$ cat config.mk
export PLATFORM = sky130hd
export DESIGN_NAME = sysarr_out_drain_flat
export DESIGN_NICKNAME = d
export VERILOG_FILES = /design/src/rtl/sysarr_out_drain_pkg.sv /design/src/rtl/sysarr_out_drain_if.sv /design/src/rtl/sysarr_out_drain_buf.sv /design/src/rtl/sysarr_out_drain.sv /design/src/flat_wrapper.sv
export SDC_FILE = /design/constraint.sdc
export NUM_CORES = 1
export LEC_CHECK = 0
export BUFFER_PORTS_ARGS = -buffer_cell sky130_fd_sc_hd__buf_4
export CORE_ASPECT_RATIO = 1.2
export CORE_MARGIN = 2
export CORE_UTILIZATION = 35
export DETAILED_ROUTE_END_ITERATION = 12
export PLACE_DENSITY = 0.65
export SLEW_MARGIN = 25
export SYNTH_ARGS = -nofsm -noshare
export SYNTH_HDL_FRONTEND = slang
export SYNTH_SLANG_ARGS = --single-unit
$ cat constraint.sdc
create_clock -name clk -period 8.69 [get_ports clk]
set_input_delay 0.4345 -clock clk [delete_from_list [all_inputs] [get_ports clk]]
set_output_delay 0.4345 -clock clk [all_outputs]
set_load 0.05 [all_outputs]
$ cat src/rtl/sysarr_out_drain_pkg.sv
// sysarr_pkg: shared FSM state type and default geometry for the systolic-array drain stage.
package sysarr_pkg;
   typedef enum logic [1:0] {IDLE, DRAIN, DONE} drain_state_t;
   localparam int N_DEF      = 4;
   localparam int WIDTH_DEF  = 16;
   localparam int DEPTH_DEF  = 2;
   localparam int ADDR_W_DEF = 16;
endpackage

$ cat src/rtl/sysarr_out_drain_if.sv
// sysarr_out_drain_if: row-capture, scratchpad write and status signals of the drain stage.
interface sysarr_out_drain_if
   import sysarr_pkg::*;
#(
   parameter int N      = N_DEF,
   parameter int WIDTH  = WIDTH_DEF,
   parameter int ADDR_W = ADDR_W_DEF
);
   logic                start;
   logic [ADDR_W-1:0]   base_addr;
   logic                row_valid;
   logic [N*WIDTH-1:0]  row_in;
   logic                wr_valid;
   logic                wr_ready;
   logic [ADDR_W-1:0]   wr_addr;
   logic [N*WIDTH-1:0]  wr_data;
   logic                busy;
   logic                tile_done;
   logic                overflow_err;
   modport master (
      input  start, base_addr, row_valid, row_in, wr_ready,
      output wr_valid, wr_addr, wr_data, busy, tile_done, overflow_err
   );
   modport slave (
      output start, base_addr, row_valid, row_in, wr_ready,
      input  wr_valid, wr_addr, wr_data, busy, tile_done, overflow_err
   );
endinterface

$ cat src/rtl/sysarr_out_drain_buf.sv
// sysarr_drain_buf: DEPTH-entry synchronous row FIFO; head is read straight from the storage registers.
module sysarr_drain_buf
   import sysarr_pkg::*;
#(
   parameter int W     = N_DEF * WIDTH_DEF,
   parameter int DEPTH = DEPTH_DEF
) (
   input  logic         clk,
   input  logic         rst,
   input  logic         push_i,
   input  logic         pop_i,
   input  logic [W-1:0] din_i,
   output logic         full_o,
   output logic         empty_o,
   output logic [W-1:0] head_o
);
   localparam int PW = $clog2(DEPTH);
   logic [W-1:0]  mem_q [DEPTH];
   logic [PW-1:0] wp_q, rp_q;
   logic [PW:0]   cnt_q;
   assign full_o  = cnt_q == (PW+1)'(DEPTH);
   assign empty_o = cnt_q == '0;
   assign head_o  = mem_q[rp_q];
   always_ff @(posedge clk)
      if (push_i) mem_q[wp_q] <= din_i;
   // DEPTH is a power of two, so pointers wrap by plain overflow
   always_ff @(posedge clk) begin
      if (rst) begin
         wp_q  <= '0;
         rp_q  <= '0;
         cnt_q <= '0;
      end else begin
         wp_q  <= wp_q + PW'(push_i);
         rp_q  <= rp_q + PW'(pop_i);
         cnt_q <= cnt_q + (PW+1)'(push_i) - (PW+1)'(pop_i);
      end
   end
endmodule

$ cat src/rtl/sysarr_out_drain.sv
// sysarr_out_drain: buffers completed result rows and writes N of them per tile to the scratchpad.
// Define OUT_DRAIN_RELU_EN to clamp negative elements to zero as rows enter the buffer.
module sysarr_out_drain
   import sysarr_pkg::*;
#(
   parameter int N      = N_DEF,
   parameter int WIDTH  = WIDTH_DEF,
   parameter int DEPTH  = DEPTH_DEF,
   parameter int ADDR_W = ADDR_W_DEF,
   parameter int STRIDE = 1
) (
   input  logic             clk,
   input  logic             RST,
   sysarr_out_drain_if.master bus
);
   localparam int RW = N * WIDTH;
   localparam int CW = $clog2(N + 1);
   localparam logic [CW-1:0] N_C = CW'(N);
   drain_state_t      state_q, state_d;
   logic [ADDR_W-1:0] base_q, base_d;
   logic [CW-1:0]     rows_q, rows_d, wcnt_q, wcnt_d;
   logic              ovf_q, ovf_d;
   logic              full, empty, push, pop, drain, want;
   logic [RW-1:0]     head, row_w;
`ifdef OUT_DRAIN_RELU_EN
   always_comb begin
      row_w = bus.row_in;
      for (int i = 0; i < N; i++)
         if (bus.row_in[i*WIDTH+WIDTH-1]) row_w[i*WIDTH +: WIDTH] = '0;
   end
`else
   assign row_w = bus.row_in;
`endif
   assign drain = state_q == DRAIN;
   assign pop   = drain && !empty && bus.wr_ready;
   assign want  = drain && bus.row_valid && rows_q != N_C;
   // a full buffer still takes a row when its head leaves in the same cycle
   assign push  = want && (!full || pop);
   sysarr_drain_buf #(.W(RW), .DEPTH(DEPTH)) u_buf (
      .clk     (clk),
      .rst     (RST),
      .push_i  (push),
      .pop_i   (pop),
      .din_i   (row_w),
      .full_o  (full),
      .empty_o (empty),
      .head_o  (head)
   );
   always_comb begin
      state_d = state_q;
      base_d  = base_q;
      rows_d  = rows_q + CW'(push);
      wcnt_d  = wcnt_q + CW'(pop);
      ovf_d   = ovf_q | (want && full && !pop);
      if (state_q == IDLE && bus.start) begin
         state_d = DRAIN;
         base_d  = bus.base_addr;
         rows_d  = '0;
         wcnt_d  = '0;
      end
      if (pop && wcnt_q == N_C - 1'b1) state_d = DONE;
      if (state_q == DONE) state_d = IDLE;
   end
   always_ff @(posedge clk) begin
      if (RST) begin
         state_q <= IDLE;
         base_q  <= '0;
         rows_q  <= '0;
         wcnt_q  <= '0;
         ovf_q   <= 1'b0;
      end else begin
         state_q <= state_d;
         base_q  <= base_d;
         rows_q  <= rows_d;
         wcnt_q  <= wcnt_d;
         ovf_q   <= ovf_d;
      end
   end
   assign bus.wr_valid     = drain && !empty;
   assign bus.wr_addr      = bus.wr_valid ? base_q + ADDR_W'(wcnt_q * STRIDE) : '0;
   assign bus.wr_data      = bus.wr_valid ? head : '0;
   assign bus.busy         = state_q != IDLE;
   assign bus.tile_done    = state_q == DONE;
   assign bus.overflow_err = ovf_q;
endmodule

$ cat src/flat_wrapper.sv
// flat-port wrapper written by rule: the top's interface ports become plain ports
module sysarr_out_drain_flat import sysarr_pkg::*;
#(
   parameter int N      = N_DEF,
   parameter int WIDTH  = WIDTH_DEF,
   parameter int DEPTH  = DEPTH_DEF,
   parameter int ADDR_W = ADDR_W_DEF,
   parameter int STRIDE = 1
)
  (clk, RST, bus_start, bus_base_addr, bus_row_valid, bus_row_in, bus_wr_ready, bus_wr_valid, bus_wr_addr, bus_wr_data, bus_busy, bus_tile_done, bus_overflow_err);
  sysarr_out_drain_if #(.N(N), .WIDTH(WIDTH), .ADDR_W(ADDR_W)) bus_i ();
  input  logic clk;
  input  logic RST;
  input wire logic [$bits(bus_i.start)-1:0] bus_start;
  input wire logic [$bits(bus_i.base_addr)-1:0] bus_base_addr;
  input wire logic [$bits(bus_i.row_valid)-1:0] bus_row_valid;
  input wire logic [$bits(bus_i.row_in)-1:0] bus_row_in;
  input wire logic [$bits(bus_i.wr_ready)-1:0] bus_wr_ready;
  output wire logic [$bits(bus_i.wr_valid)-1:0] bus_wr_valid;
  output wire logic [$bits(bus_i.wr_addr)-1:0] bus_wr_addr;
  output wire logic [$bits(bus_i.wr_data)-1:0] bus_wr_data;
  output wire logic [$bits(bus_i.busy)-1:0] bus_busy;
  output wire logic [$bits(bus_i.tile_done)-1:0] bus_tile_done;
  output wire logic [$bits(bus_i.overflow_err)-1:0] bus_overflow_err;
  assign bus_i.start = bus_start;
  assign bus_i.base_addr = bus_base_addr;
  assign bus_i.row_valid = bus_row_valid;
  assign bus_i.row_in = bus_row_in;
  assign bus_i.wr_ready = bus_wr_ready;
  assign bus_wr_valid = bus_i.wr_valid;
  assign bus_wr_addr = bus_i.wr_addr;
  assign bus_wr_data = bus_i.wr_data;
  assign bus_busy = bus_i.busy;
  assign bus_tile_done = bus_i.tile_done;
  assign bus_overflow_err = bus_i.overflow_err;
  sysarr_out_drain #(.N(N), .WIDTH(WIDTH), .DEPTH(DEPTH), .ADDR_W(ADDR_W), .STRIDE(STRIDE)) u_core (.clk(clk), .RST(RST), .bus(bus_i));
endmodule
# Word-level counts from Yosys, hierarchy flattened
# Memories as Yosys holds them, arrays and structs flattened. A register that Yosys moved wholly into a read port is not among the register bits.
# Index checks and enable logic that the tools add are counted.
# classes
bitwise	1
n_reduce_logical	20
addsub	7
n_mux	7
eq_ne	5
# op_table
op	n
two-way mux 64 bit	1
adder 16 x 3 -> 16 bit	1
two-way mux 16 bit	1
logical AND 1 bit	9
adder 3 x 1 -> 3 bit	2
== test 2 bit, second input constant	2
zero test 2 bit	2
two-way mux 2 bit	2
nonzero test 2 bit	2
OR reduction 2 bit	2
== test 3 x 2 -> 1 bit, second input constant	1
zero test 1 bit	3
two-way mux 1 bit	3
!= test 3 bit, second input constant	1
OR reduction 3 bit	1
adder 1 bit	2
adder 2 x 1 -> 2 bit	1
== test 2 x 1 -> 1 bit, second input constant	1
subtractor 2 x 1 -> 2 bit	1
logical OR 1 bit	1
OR 1 bit	1
# word_totals
ram_bits	128
wordCells	50
n_memories	1
register_bits	29
out_inout_bits	84
# memory_table
memory	words	word_bits	read_ports	rd_clocked_by_memory_dff	wr	line_no	source
u_core.u_buf.mem_q	2	64	1	1	1	sysarr_out_drain_buf.sv:18	logic [W-1:0] mem_q [DEPTH];

# Longest topological paths before layout
# depth
ltp_word	8
mapped_depth	8
depth_no_buf	8

# Cells and area by module
# From an unflattened synthesis, not the netlist that was laid out.
# hier_totals
cells_unflattened	474
hier_area_um2	6845.3
# by_module_without_submodules
mod	area_each_um2	cells_each	n_inst
sysarr_drain_buf	5024.8	218	1
sysarr_out_drain	1820.5	256	1

# Worst setup path after synthesis
# OpenSTA, ideal clock, no wires.
# synth_path
path_type	reg2reg
start	register u_core.state_q[0]
end	memory u_core.u_buf.mem_q[1][0] in the netlist's numbering, enable pin
period_less_slack_ns	4.019
path_stages_with_launch	4
setup_ns	0.487
path_buffers	0
t_arrival_ns	3.533
setup_slack_ns	4.671
path_cell_list	dfxtp_1 > nor2b_1 > o2111ai_1 > nor2_1
# synth_between
elab_chain_len	7
elab_cells_between_ends	9
cone_classes	eq/ne: 1; mux: 2; reduce/logical: 6
# synth_lines
item	line_no	source
start, declared	sysarr_out_drain.sv:19	drain_state_t state_q, state_d;
start signal, assigned	sysarr_out_drain.sv:72	state_q <= state_d;
== test 2 x 1 -> 1 bit *	sysarr_out_drain.sv:34	assign drain = state_q == DRAIN;
logical AND 1 bit (2 in series)	sysarr_out_drain.sv:35	assign pop = drain && !empty && bus.wr_ready;
logical OR 1 bit	sysarr_out_drain.sv:38	assign push = want && (!full || pop);
logical AND 1 bit *	sysarr_out_drain.sv:38	
two-way mux 1 bit *	sysarr_out_drain_buf.sv:25	if (push_i) mem_q[wp_q] <= din_i;
two-way mux 1 bit (not written as such) *	sysarr_out_drain_buf.sv:25	
end, declared	sysarr_out_drain_buf.sv:18	
# Mark *: on every way between the ends. The rest lies on a longest branch, timed or not.

# Worst setup path in the final report
# layout_path
start	register u_core.wcnt_q[0]
end	output port bus_wr_addr[14]
# layout_between
elab_chain_len	2
# layout_lines
item	line_no	source
start, declared	sysarr_out_drain.sv:21	logic [CW-1:0] rows_q, rows_d, wcnt_q, wcnt_d;
start signal, assigned	sysarr_out_drain.sv:75	wcnt_q <= wcnt_d;
adder 16 x 3 -> 16 bit	sysarr_out_drain.sv:80	assign bus.wr_addr = bus.wr_valid ? base_q + ADDR_W'(wcnt_q * STRIDE) : '0;
two-way mux 16 bit	sysarr_out_drain.sv:80	
end, declared	flat_wrapper.sv:20	output wire logic [$bits(bus_i.wr_addr)-1:0] bus_wr_addr;
# No other way between the ends.

==> results.txt <==
status -> completed
most area-hungry cell type in the Yosys netlist -> edfxtp_1
Synth Instances -> 472
initial antenna violation count -> 0
Die Wd -> 127.1 um
Mapped Avg Cell Area -> 13.49 um^2
register area share after synthesis -> 69.48%
NetSw -> 0.0004143 W
Comb pwr share -> 10.2%
global-route wire length before repair -> 21,260 um
Top FF cell, synth -> edfxtp_1
Critical Path RT -> 8.26 ns
# setup viols final -> 0
setup TNS -> 0 ns
IO Port Bufs -> 168
Seq cells post-synth -> 157
reg2reg path depth -> 4
DRC viols -> 0
Post-DP Area -> 7899 um^2
vias in the first global route -> 4,198
GRT overflow -> 0
Max-slew headroom -> 35.73%
clock-pin transition on the worst setup and hold timing paths -> 0.06 ns
Num CTS Buffers -> 17
row count -> 54
Sw Ratio -> 24.21%
WHS Path Cells -> 1
highest clock rate -> 0.3145 GHz
cts hold-fix bufs -> 0
Layout Skew -> 0.008194 ns
Worst setup SP type -> register
post-detail-place hpwl -> 9229 um
Worst-Skew Late Latency -> 0.41 ns
P&R area growth vs syn -> 32.64%
Post-Route WL -> 13,740 um
Pleak -> 3.129 nW
asr flop ratio synth -> 0%
CP endpoint kind -> output port
Slew Viols, Final -> 0
Hold Crit Class -> primary input to register
Initial Util -> 35.30%
core area -> 18,040 um^2
sequential cell fraction of total power -> 49.8%
Unique masters post-synth -> 38
Vias per Instance -> 4.786
max_cap viols -> 0
Setup Buffers After CTS -> 0
layout cell share with drive strength beyond 1 -> 32.16%
pre-CTS WS -> 5.962 ns
fin crit period -> 3.180 ns
synth warn -> 0
syn_nets -> 567
commonest non-fill, non-tap cells in the layout -> buf_4, edfxtp_1, nor2_1
first drt pass iteration count -> 5
Hold Crit Start -> bus_row_in[30]
pin count of the biggest net entering global routing -> 80
Reg-to-Reg Start -> u_core.state_q[0]
clock network power share -> 40.0%
Pwr Density -> 202.6 nW/um^2
overall global routing resource usage -> 14.49%
H-tree levels -> 4
CTS tree -> yes
# resized after CTS -> 0
diode count -> 0
RePlAce Congestion -> 0.8618
WP data arrival -> 2.75 ns
kind of critical path -> register to output port
Root Buffer -> clkbuf_16
clk sink count -> 157
Final ANT Viol Nets -> 0
unrepaired setup endpoints after global routing -> no
capturing point of the worst reg2reg path -> u_core.u_buf.mem_q[0][0]
Die ar. -> 19,290 um^2
DRT iter0 DRCs -> 144
post-synth top area share -> 60.37%
Fin. Hold Viols -> 0
Design Area, Final -> 8446 um^2
final worst slack -> 5.510 ns
Netlist Area Pre-Place -> 6367 um^2
commonest non-fill, non-tap cell in the layout -> buf_4
CTS Buffer Depth -> 2
Least-Margin Pin Slew -> 0.9640 ns
Final Cycle Share -> 36.59%
worst-path fanout max -> 6
Synth area leaders -> edfxtp_1, mux2i_1, dfxtp_1
Final Net Count -> 735
WHS Endpoint -> u_core.u_buf.mem_q[0][30]
Register-to-Register Setup Slack -> 6.13 ns
Routed WL per cell -> 15.67 um
maximum vdd drop -> 0.0001141 V
routed via count -> 4,197
Post-synth EDFFs -> 128
I/O pin cnt -> 169
overall die height -> 151.8 um
design internal power -> 0.001297 W
-- critical path, cell delays in order, from the launching register on --
cell and delay [ns]:
dfxtp_1 0.36, ha_1 0.19, inv_1 0.06, fa_1 0.38
nor2b_1 0.34, nor2_1 0.12, or4_1 0.48, a21oi_1 0.16
buf_4 0.22
-- power by group through the flow --
stage | Sequential [W] | Clock (W) | Combinational [W]
after floorplan | 0.000864 | 0 | 0.000105
after global placement | 0.000871 | 0 | 0.000167
after detailed placement | 0.000869 | 0 | 0.000177
after CTS | 0.000852 | 0.000701 | 0.000177
after global routing | 0.000854 | 0.000738 | 0.000188
final | 0.000852 | 0.000684 | 0.000175
-- stage by stage --
stage          instances  hold WS (ns)  total power, W  utilization, %
2_1_floorplan        472        0.4400       0.0009690               -
3_3_place_gp         843        0.4517        0.001039           43.56
3_5_place_dp         845        0.4650        0.001045           43.79
4_1_cts              877        0.1771        0.001731           46.82
5_1_grt              877        0.1692        0.001780           46.82
6_report             877        0.2007        0.001711           46.82
-- synth_stat cells, types with 2 or more instances --
cell,n
xnor2_1,6
nand3_1,3
edfxtp_1,128
mux2i_1,64
nand2b_1,2
dfxtp_1,29
o31ai_1,2
nor3_1,5
nor2_1,83
o2111ai_1,2
inv_1,10
o21ai_0,5
or4_1,2
nand2_1,36
clkbuf_1,14
nand4_1,2
or3_1,2
and2_1,8
xor2_1,7
ha_1,9
nor2b_1,4
and3_1,2
a21oi_1,26
buf_1,3
buf_2,5
-- worst max-delay path by stage --
stage	slack [ns]	start	endpoint	depth (start not counted)
5_1_grt	5.37	u_core.wcnt_q[0]	bus_wr_addr[14]	8
3_5_place_dp	5.96	u_core.wcnt_q[0]	bus_wr_addr[14]	8
6_report	5.51	u_core.wcnt_q[0]	bus_wr_addr[14]	8
4_1_cts	5.51	u_core.wcnt_q[0]	bus_wr_addr[14]	8
2_1_floorplan	4.67	u_core.state_q[0]	u_core.u_buf.mem_q[1][0]	3
3_3_place_gp	6.05	u_core.wcnt_q[0]	bus_wr_addr[14]	8
-- logic make-up after synthesis --
logic type                 after synthesis  synth area share, %
DFF                                    157                69.48
and+or+nand+nor                        155                10.85
muxes                                   64                10.06
AOI/OAI and AO/OA                       40                3.576
buffers and inverters                   33                2.161
xor gates and xnor gates                13                1.788
adders and majority gates               10                2.083
-- per-layer routing --
metal	part of all wire, %	global-route usage [%]	wire [um]
met1	39	16.12	5360
met2	54	25.99	7399
met3	6.1	4.565	832
met4	1.1	5.604	150
met5	0	0	0
-- area by class of cell --
class,instances,area [um^2]
Clock inverter,15,121.4
Inverter,10,37.54
Tap cell,224,280.3
Fill cell,1592,9594
Multi-Input combinational cell,282,1837
Sequential cell,157,4428
Clock buffer,17,425.4
Timing Repair Buffer,172,1316
-- state kept, by name (all words and copies together) (netlist names) --
| register | count |
|---|---|
| u_core.rows_q | 3 |
| u_core.bus.overflow_err | 1 |
| u_core.u_buf.rp_q | 1 |
| u_core.wcnt_q | 3 |
| u_core.u_buf.wp_q | 1 |
| u_core.state_q | 2 |
| u_core.base_q | 16 |
| u_core.u_buf.mem_q | 128 |
| u_core.u_buf.cnt_q | 2 |
Power figures use the tool's default switching activity.
